===== src/rtl/cipher_ram_sequencer.sv =====
// cipher_ram_sequencer: moves the key, input blocks and results between three
// byte-wide RAMs and a 64-bit-block / 128-bit-key cipher core.
// Optional core_done watchdog is built when CIPHER_SEQ_WDOG_EN is defined.
module cipher_ram_sequencer #(
    parameter logic [7:0] IN_BASE     = 8'h00,
    parameter logic [7:0] OUT_BASE    = 8'h00,
    parameter logic [7:0] KEY_BASE    = 8'h00,
    parameter int         WDOG_CYCLES = 1024
) (
    input  logic         clk,
    input  logic         rst_n,
    input  logic         start,
    input  logic [7:0]   num_blocks,
    output logic         busy,
    output logic         done,
    output logic         err,
    output logic [7:0]   key_addr,
    input  logic [7:0]   key_dout,
    output logic [7:0]   in_addr,
    input  logic [7:0]   in_dout,
    output logic [7:0]   out_addr,
    output logic         out_we,
    output logic [7:0]   out_din,
    output logic         core_start,
    output logic [127:0] core_key,
    output logic [63:0]  core_block_in,
    input  logic         core_done,
    input  logic [63:0]  core_block_out
);

    typedef enum logic [2:0] {IDLE, LOAD_KEY, LOAD_BLK, RUN, WAIT, STORE, FIN} state_t;

    state_t           state, state_nx;
    logic [4:0]       cnt;
    logic [7:0]       blk, nblk;
    logic [15:0][7:0] key_r;   // key byte i lives in key_r[15-i]
    logic [7:0][7:0]  blk_r;   // block byte i lives in blk_r[7-i]
    logic [7:0][7:0]  res_r;
    logic [7:0]       boff;
    logic             accept;
    logic             wdog_trip;

    assign accept        = (state == IDLE) && start;
    assign boff          = {blk[4:0], 3'b000};
    assign core_key      = key_r;
    assign core_block_in = blk_r;

`ifdef CIPHER_SEQ_WDOG_EN
    localparam int WD_W = $clog2(WDOG_CYCLES + 1);
    logic [WD_W-1:0] wcnt;
    logic            err_r;

    // A missing core_done is only declared once the full window has elapsed
    assign wdog_trip = (state == WAIT) && !core_done && (wcnt == WD_W'(WDOG_CYCLES - 1));
    assign err       = err_r;

    // Watchdog counter counts WAIT cycles; sticky error cleared by a new job
    always_ff @(posedge clk) begin
        if (!rst_n) begin
            wcnt  <= '0;
            err_r <= 1'b0;
        end else begin
            wcnt <= (state == WAIT) ? wcnt + 1'b1 : '0;
            if (accept)
                err_r <= 1'b0;
            else if (wdog_trip)
                err_r <= 1'b1;
        end
    end
`else
    assign wdog_trip = 1'b0;
    assign err       = 1'b0;
`endif

    // State register
    always_ff @(posedge clk) begin
        if (!rst_n) state <= IDLE;
        else        state <= state_nx;
    end

    // Next-state and Moore outputs
    always_comb begin
        state_nx   = state;
        busy       = (state != IDLE) && (state != FIN);
        done       = (state == FIN);
        core_start = (state == RUN);
        out_we     = 1'b0;
        out_din    = 8'h00;
        key_addr   = 8'h00;
        in_addr    = 8'h00;
        out_addr   = 8'h00;
        case (state)
            IDLE: if (start) state_nx = (num_blocks == 8'd0) ? FIN : LOAD_KEY;
            LOAD_KEY: begin
                if (cnt < 5'd16) key_addr = KEY_BASE + {3'b000, cnt};
                if (cnt == 5'd16) state_nx = LOAD_BLK;
            end
            LOAD_BLK: begin
                if (cnt < 5'd8) in_addr = IN_BASE + boff + {3'b000, cnt};
                if (cnt == 5'd8) state_nx = RUN;
            end
            RUN: state_nx = WAIT;
            WAIT: begin
                if (core_done)      state_nx = STORE;
                else if (wdog_trip) state_nx = FIN;
            end
            STORE: begin
                out_we   = 1'b1;
                out_addr = OUT_BASE + boff + {3'b000, cnt};
                out_din  = res_r[3'(5'd7 - cnt)];
                if (cnt == 5'd7)
                    state_nx = (8'(blk + 8'd1) == nblk) ? FIN : LOAD_BLK;
            end
            FIN:     state_nx = IDLE;
            default: state_nx = IDLE;
        endcase
    end

    // Phase counter restarts on every state change
    always_ff @(posedge clk) begin
        if (!rst_n || state_nx != state) cnt <= '0;
        else                             cnt <= cnt + 1'b1;
    end

    // Job bookkeeping and data capture (RAM data arrives one cycle after address)
    always_ff @(posedge clk) begin
        if (!rst_n) begin
            blk   <= '0;
            nblk  <= '0;
            key_r <= '0;
            blk_r <= '0;
            res_r <= '0;
        end else begin
            if (accept) begin
                nblk <= num_blocks;
                blk  <= '0;
            end
            if (state == LOAD_KEY && cnt != 5'd0)
                key_r[4'(5'd16 - cnt)] <= key_dout;
            if (state == LOAD_BLK && cnt != 5'd0)
                blk_r[3'(5'd8 - cnt)] <= in_dout;
            if (state == WAIT && core_done)
                res_r <= core_block_out;
            if (state == STORE && cnt == 5'd7)
                blk <= blk + 8'd1;
        end
    end

endmodule


===== config.mk =====
export PLATFORM = sky130hd
export DESIGN_NAME = cipher_ram_sequencer
export DESIGN_NICKNAME = d
export VERILOG_FILES = /design/src/rtl/cipher_ram_sequencer.sv
export SDC_FILE = /design/constraint.sdc
export NUM_CORES = 1
export LEC_CHECK = 0
export CAP_MARGIN = 15
export CORE_AREA = 2 2 154 156
export DETAILED_ROUTE_END_ITERATION = 8
export DIE_AREA = 0 0 156 158
export PLACE_DENSITY = 0.86
export SLEW_MARGIN = 20
export SYNTH_ARGS = -nofsm -noshare
export SYNTH_HDL_FRONTEND = slang
export SYNTH_SLANG_ARGS = --single-unit
export TNS_END_PERCENT = 20

===== constraint.sdc =====
create_clock -name clk -period 4.8 [get_ports clk]
set_input_delay 0.72 -clock clk [delete_from_list [all_inputs] [get_ports clk]]
set_output_delay 0.72 -clock clk [all_outputs]
set_load 0.02 [all_outputs]

; Yosys cells after proc, flatten, opt, wreduce, memory -nomap -nowiden
; Index checks and enable logic that the tools add are counted.
[op_classes]
addsub = 6
magnitude_cmp = 7
n_eq_ne = 12
n_mux = 25
n_reduce_logical = 15
[op_table]
columns = op, n
row1 = bitwise mux 128 bit, 1
row2 = two-way mux 8 bit, 9
row3 = bitwise mux 64 bit, 1
row4 = demux 8 bit (select 4 bit), 1
row5 = binary-select mux 8 bit (select 3 bit), 1
row6 = demux 8 bit (select 3 bit), 1
row7 = two-way mux 3 bit, 7
row8 = case mux 3 bit (6 select lines), 1
row9 = two-way mux 5 bit, 2
row10 = "== test 3 bit, second input constant", 3
row11 = "adder 8 x 1 -> 8 bit, second input constant", 1
row12 = adder 8 x 5 -> 8 bit, 1
row13 = == test 8 bit, 1
row14 = logical AND 1 bit, 8
row15 = logical NOT 8 bit, 1
row16 = "less-than comparator 3 x 4 -> 1 bit, second input constant", 2
row17 = "== test 3 x 2 -> 1 bit, second input constant", 2
row18 = "adder 5 x 1 -> 5 bit, second input constant", 1
row19 = "== test 5 x 3 -> 1 bit, second input constant", 1
row20 = "== test 5 x 4 -> 1 bit, second input constant", 1
row21 = "== test 5 bit, second input constant", 1
row22 = "less-than comparator 4 x 5 -> 1 bit, second input constant", 1
row23 = "less-than comparator 5 x 4 -> 1 bit, second input constant", 1
row24 = "less-than comparator 5 bit, second input constant", 1
row25 = 15 further kinds, 15
[word_totals]
ff_bits = 280
input_bits = 92
output_inout_bits = 229
wordCells = 101

; Longest topological paths before layout
[logic_depth]
word_depth = 7
mapped_depth = 10
depth_no_buf = 7

; Worst setup path before layout
; Ideal clock, no wire load.
[synth_timing]
kind = register to register
start = reg cnt[1]
end = reg key_r (netlist bit core_key[0])
setup_time_ps = 116
arrival_ps = 2524
required_time_ps = 4684
path_slack_ps = 2160
path_stages_with_launch = 10
n_path_buf = 2
synth_period_minus_slack_ps = 2640
path_cell_list = dfxtp_1 buf_2 buf_1 inv_1 ha_1 nor2b_1 nand2_1 a21oi_2 mux2i_1 nor2b_1
[synth_between]
elab_chain_cells = 6
word_cells_on_any_way = 9
classes_between = add/sub: 1 / order compare: 2 / mux: 3 / reduce/logical: 3
[synth_rtl]
columns = element, line
row1 = start: declaration, 34  ; logic [4:0] cnt;
row2 = start signal: assignment, 122  ; else cnt <= cnt + 1'b1;
row3 = subtractor 1 x 4 -> 4 bit, 139  ; key_r[4'(5'd16 - cnt)] <= key_dout;
row4 = less-than comparator 4 x 5 -> 1 bit (implied by the code) or greater-or-equal comparator 4 x 1 -> 1 bit (tied branches), 139
row5 = logical AND 1 bit (implied by the code), 139
row6 = two-way mux 8 bit (implied by the code), 139
row7 = demux 8 bit (select 4 bit), 139
row8 = bitwise mux 128 bit, 139
row9 = end signal: indexed assignment, 139
row10 = end: declaration, 36  ; logic [15:0][7:0] key_r;
; Several ways; a longest one is shown, not always the timed one.
; A chain may end at the register's enable or synchronous reset.

; Worst setup path after layout
[layout_timing]
start = reg state[2]
end = out out_addr[3]
[layout_between]
elab_chain_cells = 2
[layout_rtl]
columns = element, line
row1 = start: declaration, 33  ; state_t state, state_nx;
row2 = start signal: assignment, 78  ; else state <= state_nx;
row3 = == test 3 bit, 92  ; case (state)
row4 = two-way mux 8 bit, 92
row5 = end: declaration, 21  ; output logic [7:0] out_addr,
; No other way between the ends.

==> impl_metrics.json <==
{
  "leakage_nw": 5.35,
  "nNetsFinal": 1605,
  "grt_pass1_vias": 9364,
  "yosysWarnings": 0,
  "required_ps": 4080,
  "ant_nets": 0,
  "holdWs_ps": 462,
  "setup-violations-final": 0,
  "path_cells": "nand3b_1 > inv_2 > and2_1 > clkdlybuf4s50_1",
  "hold_viol_final": 0,
  "critPathBufInv": 2,
  "dieArea_mm2": 0.0246,
  "setup_tns_ps": 0,
  "core-area_mm2": 0.0231,
  "gr-usage-met3_pct": 5.23,
  "top_usage_layer": "met2",
  "design_area_mm2": 0.0163,
  "area_delta_synth_final_pct": 35.4,
  "track_usage_pct": 26.1,
  "boundaryPins": 321,
  "avgSynthCellArea_um2": 9.73,
  "placed_area_mm2": 0.0153,
  "period_share_pct": 77.6,
  "synth-edff-count": 0,
  "cts_setup_buffers": 0,
  "ctsResizeCount": 0,
  "drc": 0,
  "cts_root_buf": "clkbuf_16",
  "die_x_um": 156,
  "routed_via_density": 5.40,
  "rsz0062_at_grt": "false",
  "vias": 9798,
  "cp-start-kind": "flop",
  "synth_seq_area_share_pct": 46.5,
  "synth_compound_area_share_pct": 9.04,
  "crit_type": "reg -> out",
  "crit_slowest_cell": "nand3b_1",
  "drt-wirelength-per-cell_um": 18.4,
  "die_h_um": 158,
  "crit_path_end_kind": "primary output",
  "clk_pin_slew_ps": 60,
  "yosysUniqueCellTypes": 61,
  "period_minus_slack_ps": 3730,
  "diodes": 0,
  "wl_um": 33400,
  "cp_data_arrival_time_ps": 3010,
  "synth-simple-area-share_pct": 21.3,
  "grt_start_max_net_pins": 144,
  "irDropWorstVdd_mv": 0.228,
  "initial_core_util_pct": 52.3,
  "cap_violations": 0,
  "layout_common_cells": "clkdlybuf4s50_1, dfxtp_1, nand2_1, mux2i_1, nor2b_1",
  "gr-usage-met1_pct": 33.5,
  "cts_sinks": 280,
  "port_buffers": 315,
  "cts_inserted_buffers": 29,
  "worstHoldPathType": "reg -> reg",
  "syn_inst": 1239,
  "slew_headroom_pct": 37.0,
  "htree_levels": 1,
  "synth_seq_cells": 280,
  "fmaxAchievable_mhz": 268,
  "cts_tree": "built",
  "use_met2_pct": 45.1,
  "overflow": 0,
  "status": "completed",
  "ys_async_sr_fraction_pct": 0,
  "drive_gt1_share_pct": 6.62,
  "cts.path.max_buffers": 3,
  "synth_xor_area_share_pct": 1.16,
  "final_common_cell": "clkdlybuf4s50_1",
  "finalClockSkew_ps": 8.76,
  "slew_violations": 0,
  "synth.area.mux_share_pct": 17.6,
  "postCtsHoldBufs": 0,
  "worst_pin_slew_ps": 942,
  "row_count": 56,
  "first_iter_violations": 586,
  "synth_flop_cell": "dfxtp_1",
  "gp_congestion": 0.887,
  "grt_pass1_wl_um": 51400,
  "synth_area_mm2": 0.0121,
  "insertion_delay_ps": 540,
  "p_per_area_mw_per_mm2": 315,
  "synth_fa_ha_area_share_pct": 0.996,
  "dr.pass1.iters": 5,
  "synth_top_family_by_area": "simple AND/OR/NAND/NOR gates",
  "hpwl_um": 23000,
  "antenna_found_initial": 0,
  "cpPeakStageDelay_ps": 700,
  "crit_fanout": 16,
  "critical-path-top-delay-family": "buffers and inverters"
}
## synthesized netlist by cell type, drive strengths merged, types with 2 or more instances
library cell | number | area [um^2]
and3 | 4 | 25.0
o21a | 4 | 30.0
nand4b | 2 | 17.5
nor3b | 3 | 27.5
nand4 | 5 | 31.3
xor2 | 6 | 52.6
and2 | 7 | 43.8
o21ai | 10 | 50.1
ha | 8 | 100
or3 | 3 | 18.8
o31ai | 2 | 15.0
inv | 6 | 22.5
and4 | 3 | 26.3
mux4 | 16 | 360
buf | 26 | 144
mux2i | 176 | 1760
nor4 | 3 | 25.0
nand2b | 2 | 12.5
or4b | 2 | 20.0
xnor2 | 10 | 87.6
dfxtp | 280 | 5610
nand2 | 185 | 694
a31oi | 4 | 25.0
clkbuf | 65 | 244
nand3 | 40 | 200
nor2b | 173 | 1080
a21boi | 102 | 766
a21oi | 18 | 120
nor2 | 38 | 163
or3b | 2 | 17.5
nor3 | 14 | 86.3
nand3b | 3 | 22.5
## logic make-up (layout without fill, tap and decap cells)
group                    Yosys count  in the layout
adder cells (fa/ha/maj)            9              9
buffers and inverters             97            379
multiplexers                     192            192
XOR/XNOR                          16             16
AO/OA/AOI/OAI                    150            150
flip-flops                       280            280
other                              1              5
AND/OR/NAND/NOR                  494            494
## through the flow
step                power, mW  std cells  worst slack, ps  utilization (%)
finish                   5.14       1815             1070             70.8
floorplan                2.60       1243             2160                -
detailed placement       2.75       1763             1310             66.2
global route             5.30       1815              905             70.8
CTS                      5.17       1815             1070             70.8
global placement         2.75       1763             1370             66.2
## final cells by class
type | instances | area (um^2)
fill | 1661 | 6730
multi-input combinational | 866 | 6060
sequential | 280 | 5610
timing repair buffer | 321 | 3210
clock buffer | 40 | 857
tap | 290 | 363
clock inverter | 12 | 203
inverter | 6 | 22.5
## state kept, by name, indices dropped and copies added (netlist names)
signal / count
res_r: 64
core_key: 128
state: 3
cnt: 5
core_block_in: 64
nblk: 8
blk: 8
## per-layer routing
layer  up-vias  wire, um
met3        65      2430
met5         -         0
li1       4704         -
met1      4647     14200
met4         0       722
met2       382     16100
## power by group
group	switching [mW]	internal, mW	leakage, nW
logic	0.179	0.160	2.57
registers	0.0249	2.34	2.26
clock network	0.928	1.51	0.520
## path summary, 6_finish.rpt
kind	start	end	slack, ps	depth (start not counted)
min reg2reg	core_block_in[37]	core_block_in[37]	460	2
min	core_block_in[37]	core_block_in[37]	460	2
max	state[2]	out_addr[3]	1070	4
max reg2reg	cnt[0]	core_block_in[18]	1330	6
## worst min-delay path, delay by kind of cell, from the launching register on
kind | cells | cell delay (ps)
DFF | 1 | 310
and+or+nand+nor | 1 | 40
AOI/OAI and AO/OA | 1 | 60
Power figures use the tool's default switching activity.
